[config.mk]
export PLATFORM = sky130hd
export DESIGN_NAME = prime_bracket_engine
export DESIGN_NICKNAME = d
export VERILOG_FILES = /design/src/rtl/prime_bracket_engine.sv
export SDC_FILE = /design/constraint.sdc
export NUM_CORES = 2
export LEC_CHECK = 0
export ABC_AREA = 1
export CORE_MARGIN = 10
export CORE_UTILIZATION = 50
export CTS_BUF_LIST = sky130_fd_sc_hd__clkbuf_4 sky130_fd_sc_hd__clkbuf_8
export CTS_CLUSTER_SIZE = 16
export DETAILED_ROUTE_END_ITERATION = 12
export PLACE_DENSITY = 0.67
export SYNTH_ARGS = -nofsm -noshare
export SYNTH_HDL_FRONTEND = slang
export SYNTH_SLANG_ARGS = --single-unit
[constraint.sdc]
create_clock -name clk -period 30.7 [get_ports clk]
set_input_delay 4.605 -clock clk [delete_from_list [all_inputs] [get_ports clk]]
set_output_delay 4.605 -clock clk [all_outputs]
set_load 0.03 [all_outputs]
[src/rtl/prime_bracket_engine.sv]
// prime_bracket_engine: returns the nearest primes above and below a request N.
// After reset a table of the first TBL_DEPTH primes is built by trial division.
// Each request then runs two trial-division searches in parallel against that table.
// Optional build macro PRIME_BRACKET_CYCLES_EN adds the cycles[15:0] output,
// which reports the number of SEARCH cycles spent on the current result.
//
// state  | meaning
// BUILD  | filling the divisor table, requests refused
// IDLE   | table valid, waiting for a request
// SEARCH | up and low candidate searches running in parallel
// DONE   | results held with out_valid until out_ready
module prime_bracket_engine #(
  parameter int W         = 14,
  parameter int TBL_DEPTH = 32
) (
  input  logic         clk,
  input  logic         reset,
  input  logic         give_valid,
  input  logic [W-1:0] intake,
  output logic         in_ready,
  output logic [W-1:0] up_prime,
  output logic [W-1:0] low_prime,
  output logic         up_none,
  output logic         low_none,
  output logic         out_valid,
  input  logic         out_ready
`ifdef PRIME_BRACKET_CYCLES_EN
  ,
  output logic [15:0]  cycles
`endif
);

  localparam int CW = W + 1;
  localparam int SW = 2 * W;
  localparam int KW = (TBL_DEPTH > 1) ? $clog2(TBL_DEPTH) : 1;
  localparam logic [KW-1:0] K_LAST = KW'(TBL_DEPTH - 1);

  typedef enum logic [1:0] {ST_BUILD, ST_IDLE, ST_SEARCH, ST_DONE} state_t;

  state_t         r_state;
  logic [W-1:0]   r_tbl [TBL_DEPTH];
  logic           r_tbl_valid;

  logic [CW-1:0]  r_b_cand;
  logic [KW-1:0]  r_b_cnt;
  logic [KW-1:0]  r_b_j;

  logic [CW-1:0]  r_u_cand;
  logic [KW-1:0]  r_u_k;
  logic           r_u_done;
  logic [W-1:0]   r_u_res;
  logic           r_u_none;

  logic [CW-1:0]  r_l_cand;
  logic [KW-1:0]  r_l_k;
  logic           r_l_done;
  logic [W-1:0]   r_l_res;
  logic           r_l_none;

  logic           r_in_ready;
  logic           r_out_valid;
  logic [W-1:0]   r_up_prime;
  logic [W-1:0]   r_low_prime;
  logic           r_up_none;
  logic           r_low_none;
`ifdef PRIME_BRACKET_CYCLES_EN
  logic [15:0]    r_cycles;
`endif

  // Table build: a candidate is prime once every found entry up to its square root fails to divide it
  logic [W-1:0]   w_b_div;
  logic [SW-1:0]  w_b_sq;
  logic           w_b_prime;
  logic           w_b_mod0;

  assign w_b_div   = r_tbl[r_b_j];
  assign w_b_sq    = SW'(w_b_div) * SW'(w_b_div);
  assign w_b_prime = (r_b_j == r_b_cnt) || (w_b_sq > SW'(r_b_cand));
  assign w_b_mod0  = ((r_b_cand % CW'(w_b_div)) == '0);

  // Up side: bit W set means the candidate no longer fits the result width.
  // Candidates below 2 are stepped past, so a request of 0 yields 2 rather than 1.
  logic [W-1:0]   w_u_div;
  logic [SW-1:0]  w_u_sq;
  logic           w_u_oor;
  logic           w_u_small;
  logic           w_u_prime;
  logic           w_u_mod0;
  logic           w_u_fin;
  logic [W-1:0]   w_u_res;
  logic           w_u_none;

  assign w_u_div   = r_tbl[r_u_k];
  assign w_u_sq    = SW'(w_u_div) * SW'(w_u_div);
  assign w_u_oor   = r_u_cand[W];
  assign w_u_small = (r_u_cand < CW'(2));
  assign w_u_prime = !w_u_small && (w_u_sq > SW'(r_u_cand));
  assign w_u_mod0  = ((r_u_cand % CW'(w_u_div)) == '0);
  assign w_u_fin   = !r_u_done && (w_u_oor || w_u_prime);
  assign w_u_res   = r_u_done ? r_u_res  : (w_u_oor ? '0 : r_u_cand[W-1:0]);
  assign w_u_none  = r_u_done ? r_u_none : w_u_oor;

  // Low side: bit W set means N-1 wrapped below zero, treated as no candidate
  logic [W-1:0]   w_l_div;
  logic [SW-1:0]  w_l_sq;
  logic           w_l_empty;
  logic           w_l_prime;
  logic           w_l_mod0;
  logic           w_l_fin;
  logic [W-1:0]   w_l_res;
  logic           w_l_none;

  assign w_l_div   = r_tbl[r_l_k];
  assign w_l_sq    = SW'(w_l_div) * SW'(w_l_div);
  assign w_l_empty = r_l_cand[W] || (r_l_cand < CW'(2));
  assign w_l_prime = (w_l_sq > SW'(r_l_cand));
  assign w_l_mod0  = ((r_l_cand % CW'(w_l_div)) == '0);
  assign w_l_fin   = !r_l_done && (w_l_empty || w_l_prime);
  assign w_l_res   = r_l_done ? r_l_res  : (w_l_empty ? '0 : r_l_cand[W-1:0]);
  assign w_l_none  = r_l_done ? r_l_none : w_l_empty;

  logic w_all_done;
  assign w_all_done = (r_u_done || w_u_fin) && (r_l_done || w_l_fin);

  // Controller: table build, request capture, dual search and result handshake
  always_ff @(posedge clk) begin
    if (reset) begin
      r_state     <= ST_BUILD;
      r_tbl_valid <= 1'b0;
      r_b_cand    <= CW'(2);
      r_b_cnt     <= '0;
      r_b_j       <= '0;
      r_u_cand    <= '0;
      r_u_k       <= '0;
      r_u_done    <= 1'b0;
      r_u_res     <= '0;
      r_u_none    <= 1'b0;
      r_l_cand    <= '0;
      r_l_k       <= '0;
      r_l_done    <= 1'b0;
      r_l_res     <= '0;
      r_l_none    <= 1'b0;
      r_in_ready  <= 1'b0;
      r_out_valid <= 1'b0;
      r_up_prime  <= '0;
      r_low_prime <= '0;
      r_up_none   <= 1'b0;
      r_low_none  <= 1'b0;
`ifdef PRIME_BRACKET_CYCLES_EN
      r_cycles    <= '0;
`endif
    end else begin
      case (r_state)
        ST_BUILD: begin
          if (w_b_prime) begin
            r_tbl[r_b_cnt] <= r_b_cand[W-1:0];
            r_b_cand       <= r_b_cand + 1'b1;
            r_b_j          <= '0;
            if (r_b_cnt == K_LAST) begin
              r_tbl_valid <= 1'b1;
              r_in_ready  <= 1'b1;
              r_state     <= ST_IDLE;
            end else begin
              r_b_cnt <= r_b_cnt + 1'b1;
            end
          end else if (w_b_mod0) begin
            r_b_cand <= r_b_cand + 1'b1;
            r_b_j    <= '0;
          end else begin
            r_b_j <= r_b_j + 1'b1;
          end
        end

        ST_IDLE: begin
          if (give_valid && r_in_ready && r_tbl_valid) begin
            r_u_cand    <= {1'b0, intake} + 1'b1;
            r_l_cand    <= {1'b0, intake} - 1'b1;
            r_u_k       <= '0;
            r_l_k       <= '0;
            r_u_done    <= 1'b0;
            r_l_done    <= 1'b0;
            r_u_res     <= '0;
            r_l_res     <= '0;
            r_u_none    <= 1'b0;
            r_l_none    <= 1'b0;
            r_up_prime  <= '0;
            r_low_prime <= '0;
            r_up_none   <= 1'b0;
            r_low_none  <= 1'b0;
            r_in_ready  <= 1'b0;
`ifdef PRIME_BRACKET_CYCLES_EN
            r_cycles    <= '0;
`endif
            r_state     <= ST_SEARCH;
          end
        end

        ST_SEARCH: begin
`ifdef PRIME_BRACKET_CYCLES_EN
          if (r_cycles != 16'hFFFF) r_cycles <= r_cycles + 16'd1;
`endif
          if (!r_u_done) begin
            if (w_u_fin) begin
              r_u_done <= 1'b1;
              r_u_res  <= w_u_res;
              r_u_none <= w_u_none;
            end else if (w_u_small || w_u_mod0) begin
              r_u_cand <= r_u_cand + 1'b1;
              r_u_k    <= '0;
            end else begin
              r_u_k <= r_u_k + 1'b1;
            end
          end
          if (!r_l_done) begin
            if (w_l_fin) begin
              r_l_done <= 1'b1;
              r_l_res  <= w_l_res;
              r_l_none <= w_l_none;
            end else if (w_l_mod0) begin
              r_l_cand <= r_l_cand - 1'b1;
              r_l_k    <= '0;
            end else begin
              r_l_k <= r_l_k + 1'b1;
            end
          end
          if (w_all_done) begin
            r_up_prime  <= w_u_res;
            r_low_prime <= w_l_res;
            r_up_none   <= w_u_none;
            r_low_none  <= w_l_none;
            r_out_valid <= 1'b1;
            r_state     <= ST_DONE;
          end
        end

        ST_DONE: begin
          if (out_ready) begin
            r_out_valid <= 1'b0;
            r_in_ready  <= 1'b1;
            r_state     <= ST_IDLE;
          end
        end

        default: r_state <= ST_BUILD;
      endcase
    end
  end

  assign in_ready  = r_in_ready;
  assign out_valid = r_out_valid;
  assign up_prime  = r_up_prime;
  assign low_prime = r_low_prime;
  assign up_none   = r_up_none;
  assign low_none  = r_low_none;
`ifdef PRIME_BRACKET_CYCLES_EN
  assign cycles    = r_cycles;
`endif

endmodule

## After elaboration in Yosys (flattened, before gate mapping)

Memory sizes are Yosys's and may differ from the RTL's. A register that Yosys moved wholly into a read port is not among the register bits.
Index checks and enable logic that the tools add are counted.

| word-level totals | value |
|---|---|
| register bits | 132 |
| memory bits (writable) | 448 |
| input port bits | 18 |
| logic and storage cells | 179 |
| memories | 1 |
| output and inout bits | 32 |

| cells by class | value |
|---|---|
| magnitude comparators | 5 |
| bitwise gates (word level) | 1 |
| $mul | 3 |
| muxes and demuxes | 80 |
| eq/ne operators | 18 |
| divide/modulo/power cells | 3 |
| reductions and logical operators | 38 |
| add/subtract/negate cells | 9 |

Memory list:

| name | depth | width | read ports | clocked after memory_dff | write ports | RTL line | source |
|---|---|---|---|---|---|---|---|
| r_tbl | 32 | 14 | 3 | 3 | 1 | 41 | `logic [W-1:0] r_tbl [TBL_DEPTH];` |

Operator list:

| kind | number |
|---|---|
| $mux W14 | 11 |
| $mux W15 | 10 |
| $pmux W14 S2 | 4 |
| $gt A28 B15 Y1 | 3 |
| $mul A14 B14 Y28 | 3 |
| $mux W5 | 15 |
| $pmux W15 S2 | 2 |
| $logic_not A15 Y1 | 3 |
| $mod A15 B14 Y15 | 3 |
| $add A15 B1 Y15 const B | 2 |
| $lt A15 B2 Y1 const B | 2 |
| $ne A2 B2 Y1 const B | 13 |
| $mux W1 | 22 |
| $add A5 B1 Y5 const B | 4 |
| $pmux W5 S2 | 2 |
| $reduce_and A5 Y1 | 4 |
| $reduce_and A4 Y1 | 4 |
| $add A14 B1 Y15 const B | 1 |
| $sub A14 B1 Y15 const B | 1 |
| $sub A15 B1 Y15 const B | 1 |
| $pmux W1 S2 | 7 |
| $reduce_and A3 Y1 | 4 |
| $mux W2 | 5 |
| $pmux W2 S4 | 1 |
| other kinds (13) | 30 |

## Depth between registers and ports, before layout

| logic depth | value |
|---|---|
| depth after elaboration | 10 |
| depth in mapped cells | 250 |
| mapped depth without buffers | 246 |

## Worst setup path after synthesis

OpenSTA, ideal clock, no wires.

| timing path | value |
|---|---|
| kind | register to register |
| start | reg (tool-made name) |
| end | reg r_b_cand[1] |
| data required time | 30567 ps |
| arrival | 26484 ps |
| setup slack | 4083 ps |
| stages on the path, launching flop included | 231 |
| period minus slack after synthesis | 26617 ps |
| library setup time | 133 ps |
| path buffers | 12 |
| cells stage by stage | dfxtp_1 -> buf_4 -> clkbuf_1 -> clkbuf_1 -> o221ai_1 -> nand3_1 -> nand2_1 -> nand2_1 -> o21ai_2 -> inv_1 -> buf_1 -> ha_1 -> nor2_1 -> nor2_1 -> nand4_1 -> nand2_1 -> ha_1 -> o21ai_0 -> (+195 left out) -> a21oi_1 -> inv_1 -> a21oi_1 -> inv_1 -> a21oi_1 -> o21bai_1 -> a21oi_1 -> o21bai_1 -> or2_2 -> a21oi_1 -> nand2_1 -> nand2_1 -> nand3_2 -> nand2_4 -> nand2_4 -> buf_4 -> nand2_1 -> nand3_1 |

RTL lines:

| what | RTL line | source |
|---|---|---|
| end signal: assignment | 157 | `r_b_cand <= r_b_cand + 1'b1;` |
| end signal: assignment | 167 | `r_b_cand <= r_b_cand + 1'b1;` |
| end: declaration | 44 | `logic [CW-1:0] r_b_cand;` |

==> flow_summary.json <==
{
  "clock_path_buffers": 3,
  "yosysTopAreaCell": "edfxtp_1",
  "worst_slew_pin_slew_ns": 1.20,
  "grt_overflow": 0,
  "ant_nets": 0,
  "grt_start_max_net_pins": 139,
  "end_kind": "flip-flop",
  "worst-path-stages": 232,
  "synth_fp_nets": 10515,
  "numCtsBuffers": 108,
  "fin_skew_ns": 0.106,
  "cp_max_fo": 18,
  "synth_area_per_cell_um2": 7.21,
  "wl_um": 233000,
  "gp_congestion": 0.932,
  "cts-htree-levels": 3,
  "num_rows": 135,
  "r2r_cells": 232,
  "crit_top_cell": "nand2_1",
  "ys_types": 70,
  "wl_met3_um": 27500,
  "final_common_cell": "nand2_1",
  "synth_cells": 9476,
  "grt_pass1_wl_um": 352000,
  "fill_cells": 12857,
  "nets": 10541,
  "clkLatencyLatePin_ns": 0.89,
  "vias": 66775,
  "drt_first_pass_iters": 10,
  "synth-seq-area-share": 0.240,
  "io_buffers": 49,
  "p_leak_nw": 36.8,
  "timing.rr.end": "r_u_cand[6]$_SDFFE_PP0P_",
  "synth_area_um2": 68300,
  "required_ns": 31.43,
  "hold_path_class": "flip-flop to flip-flop",
  "maxCapViolations": 0,
  "cts_sinks": 595,
  "peakVddDrop_uv": 83.6,
  "synthArstFlopShare": 0,
  "finalSetupViolations": 0,
  "synth_edf_count": 448,
  "outcome": "finished clean",
  "routed_via_density": 5.87,
  "synth.area.top_cells": "edfxtp_1 (20%), nand2_1 (15%), ha_1 (12%)",
  "hold_viol_final": 0,
  "p_per_area_nw_per_um2": 59.0,
  "critPathBufInv": 25,
  "critPathTopFamily": "simple AND/OR/NAND/NOR gates",
  "final_cell_mix": "nand2_1 (2650), nand3_1 (1324), inv_1 (983)",
  "period_share": 0.920,
  "slew_headroom": 0.193,
  "die_w_um": 390,
  "ctsHoldBuffers": 0,
  "met2_length_um": 99400,
  "synth_seq_cells": 595,
  "drc": 0,
  "syn_to_final_growth_pct": 9.60,
  "drive_above_1_share": 0.0861,
  "met1_length_um": 95100,
  "clk_pin_slew_ns": 0.06,
  "crit_slowest_cell": "dfxtp_4",
  "synth_flop_cell": "edfxtp_1",
  "dpl_worst_slack_ns": -0.458,
  "synth_top_area_frac": 0.197,
  "critPathKind": "flip-flop to flip-flop",
  "antenna_found_initial": 7,
  "fin_crit_ns": 28.24,
  "die_area_um2": 152000,
  "startpoint_type": "flip-flop",
  "finalMaxSlewViolations": 0,
  "reg2reg_setup_slack_ns": 2.46,
  "core_area_um2": 136000,
  "yosys_warnings": 0,
  "die_h_um": 390,
  "wl_per_cell_um": 20.5,
  "dr.first_iter.drc_count": 8385,
  "arrival_ns": 28.97,
  "cpPeakStageDelay_ns": 0.38,
  "endpoint": "r_u_cand[6]$_SDFFE_PP0P_",
  "total_power_mw": 4.41,
  "grtUsageTotal": 0.289,
  "root_buffer": "clkbuf_8",
  "grt_pass1_vias": 63023,
  "place_hpwl_um": 158000,
  "top_layer": "met5",
  "initial_core_util": 0.504,
  "setup_ws_ns": 2.46,
  "io_pins": 50,
  "cts_tree": "built",
  "max_freq_mhz": 35.4
}
worst min path at each step:
stage | startpoint | to | slack [ns] | depth (start not counted)
after CTS | r_u_res[5]$_SDFFE_PP0P_ | r_u_res[5]$_SDFFE_PP0P_ | 0.46 | 2
after global placement | r_u_res[13]$_SDFFE_PP0P_ | r_u_res[13]$_SDFFE_PP0P_ | 0.44 | 2
after detailed placement | r_u_res[5]$_SDFFE_PP0P_ | r_u_res[5]$_SDFFE_PP0P_ | 0.45 | 2
after global routing | r_u_res[4]$_SDFFE_PP0P_ | r_u_res[4]$_SDFFE_PP0P_ | 0.48 | 2
final | r_u_res[13]$_SDFFE_PP0P_ | r_u_res[13]$_SDFFE_PP0P_ | 0.46 | 2
after floorplan | r_tbl_valid$_SDFFE_PP0P_ | r_tbl_valid$_SDFFE_PP0P_ | 0.43 | 2
layer usage:
metal / up-vias / GRT usage
met4: 6 / 0.128
met3: 743 / 0.0510
met5: - / 0
li1: 31222 / -
met2: 3810 / 0.441
met1: 30994 / 0.399
layout make-up:
type                            count  area, µm²  share of cell area
Sequential cell                   595      16400               0.219
Antenna cell                        2       5.00           0.0000668
Clock inverter                     63        641             0.00856
Inverter                         1022       3980              0.0532
Clock buffer                      141       1760              0.0235
Timing Repair inverter              3       27.5            0.000368
Tap cell                         1781       2230              0.0298
Timing Repair Buffer              356       3480              0.0464
Multi-Input combinational cell   7416      46300               0.619
cell families (layout without fill, tap and decap cells):
group	after synthesis	in the layout	synth area share
XOR/XNOR	303	303	0.0388
buffers and inverters	1467	1585	0.0928
adder cells (fa/ha/maj)	1021	1021	0.226
flip-flops	595	595	0.240
AND/OR/NAND/NOR	5078	5080	0.319
multiplexers	3	3	0.000440
AO/OA/AOI/OAI	1009	1009	0.0835
other	0	2	0
worst reg2reg max path: cells and delay by family (launching register included):
family	cells	cell delay (ns)
buf+inv	25	2.30
flops	1	0.38
compound gates	65	9.47
simple gates	128	11.75
fa+ha+maj	14	4.23
flip-flops by register name, indices dropped and copies added, names as in the netlist, 2 cells and up, named ones only:
| name | flops |
|---|---|
| r_tbl | 448 |
| r_b_cand | 15 |
| r_l_cand | 15 |
| r_u_cand | 15 |
| low_prime | 14 |
| r_l_res | 14 |
| r_u_res | 14 |
| up_prime | 14 |
| r_b_cnt | 5 |
| r_b_j | 5 |
| r_l_k | 5 |
| r_u_k | 5 |
| r_state | 2 |
per-stage QoR:
stage | hold slack [ns] | utilization | std cells | setup TNS, ns | area [µm²]
after floorplan | 0.428 | - | 9476 | 0 | 68300
after global routing | 0.481 | 0.552 | 11378 | -12.67 | 74900
after detailed placement | 0.447 | 0.519 | 11052 | -8.27 | 70400
final | 0.455 | 0.552 | 11379 | 0 | 74900
after global placement | 0.440 | 0.519 | 11052 | -0.513 | 70400
after CTS | 0.456 | 0.537 | 11258 | 0 | 72900
cell usage after synthesis (4+ instances only):
library cell,n
a211oi_1,8
a21boi_0,10
a21o_1,54
a21oi_1,359
a31oi_1,14
and2_1,41
buf_1,34
buf_2,165
buf_4,55
buf_6,53
clkbuf_1,135
clkinv_1,7
dfxtp_1,147
edfxtp_1,448
fa_1,354
ha_1,667
inv_1,996
inv_2,17
nand2_1,2679
nand2_2,27
nand2_4,5
nand3_1,1334
nand3_2,10
nand3b_1,29
nand4_1,62
nor2_1,680
nor2_2,4
nor2_4,6
nor3_1,73
nor4_1,22
o211ai_1,15
o21a_1,16
o21ai_0,328
o21ai_1,73
o21ai_2,5
o21bai_1,62
o221ai_1,17
o22ai_1,16
o31ai_1,9
or2_2,91
or3_1,4
xnor2_1,128
xor2_1,175
power breakdown:
part,internal (mW),switching [mW],leakage (nW)
logic,1.10,1.59,30.3
registers,0.865,0.00364,5.33
clock network,0.466,0.394,1.26
total,2.43,1.99,36.8
timing repair:
action                                 in CTS  in global routing
endpoints found under the hold margin       0                  0
buffers inserted                            1                107
pin swaps                                   0                 55
cloned                                      1                 12
setup endpoints to repair                  25                 75
gates resized for setup                     8                221
Power figures use the tool's default switching activity.
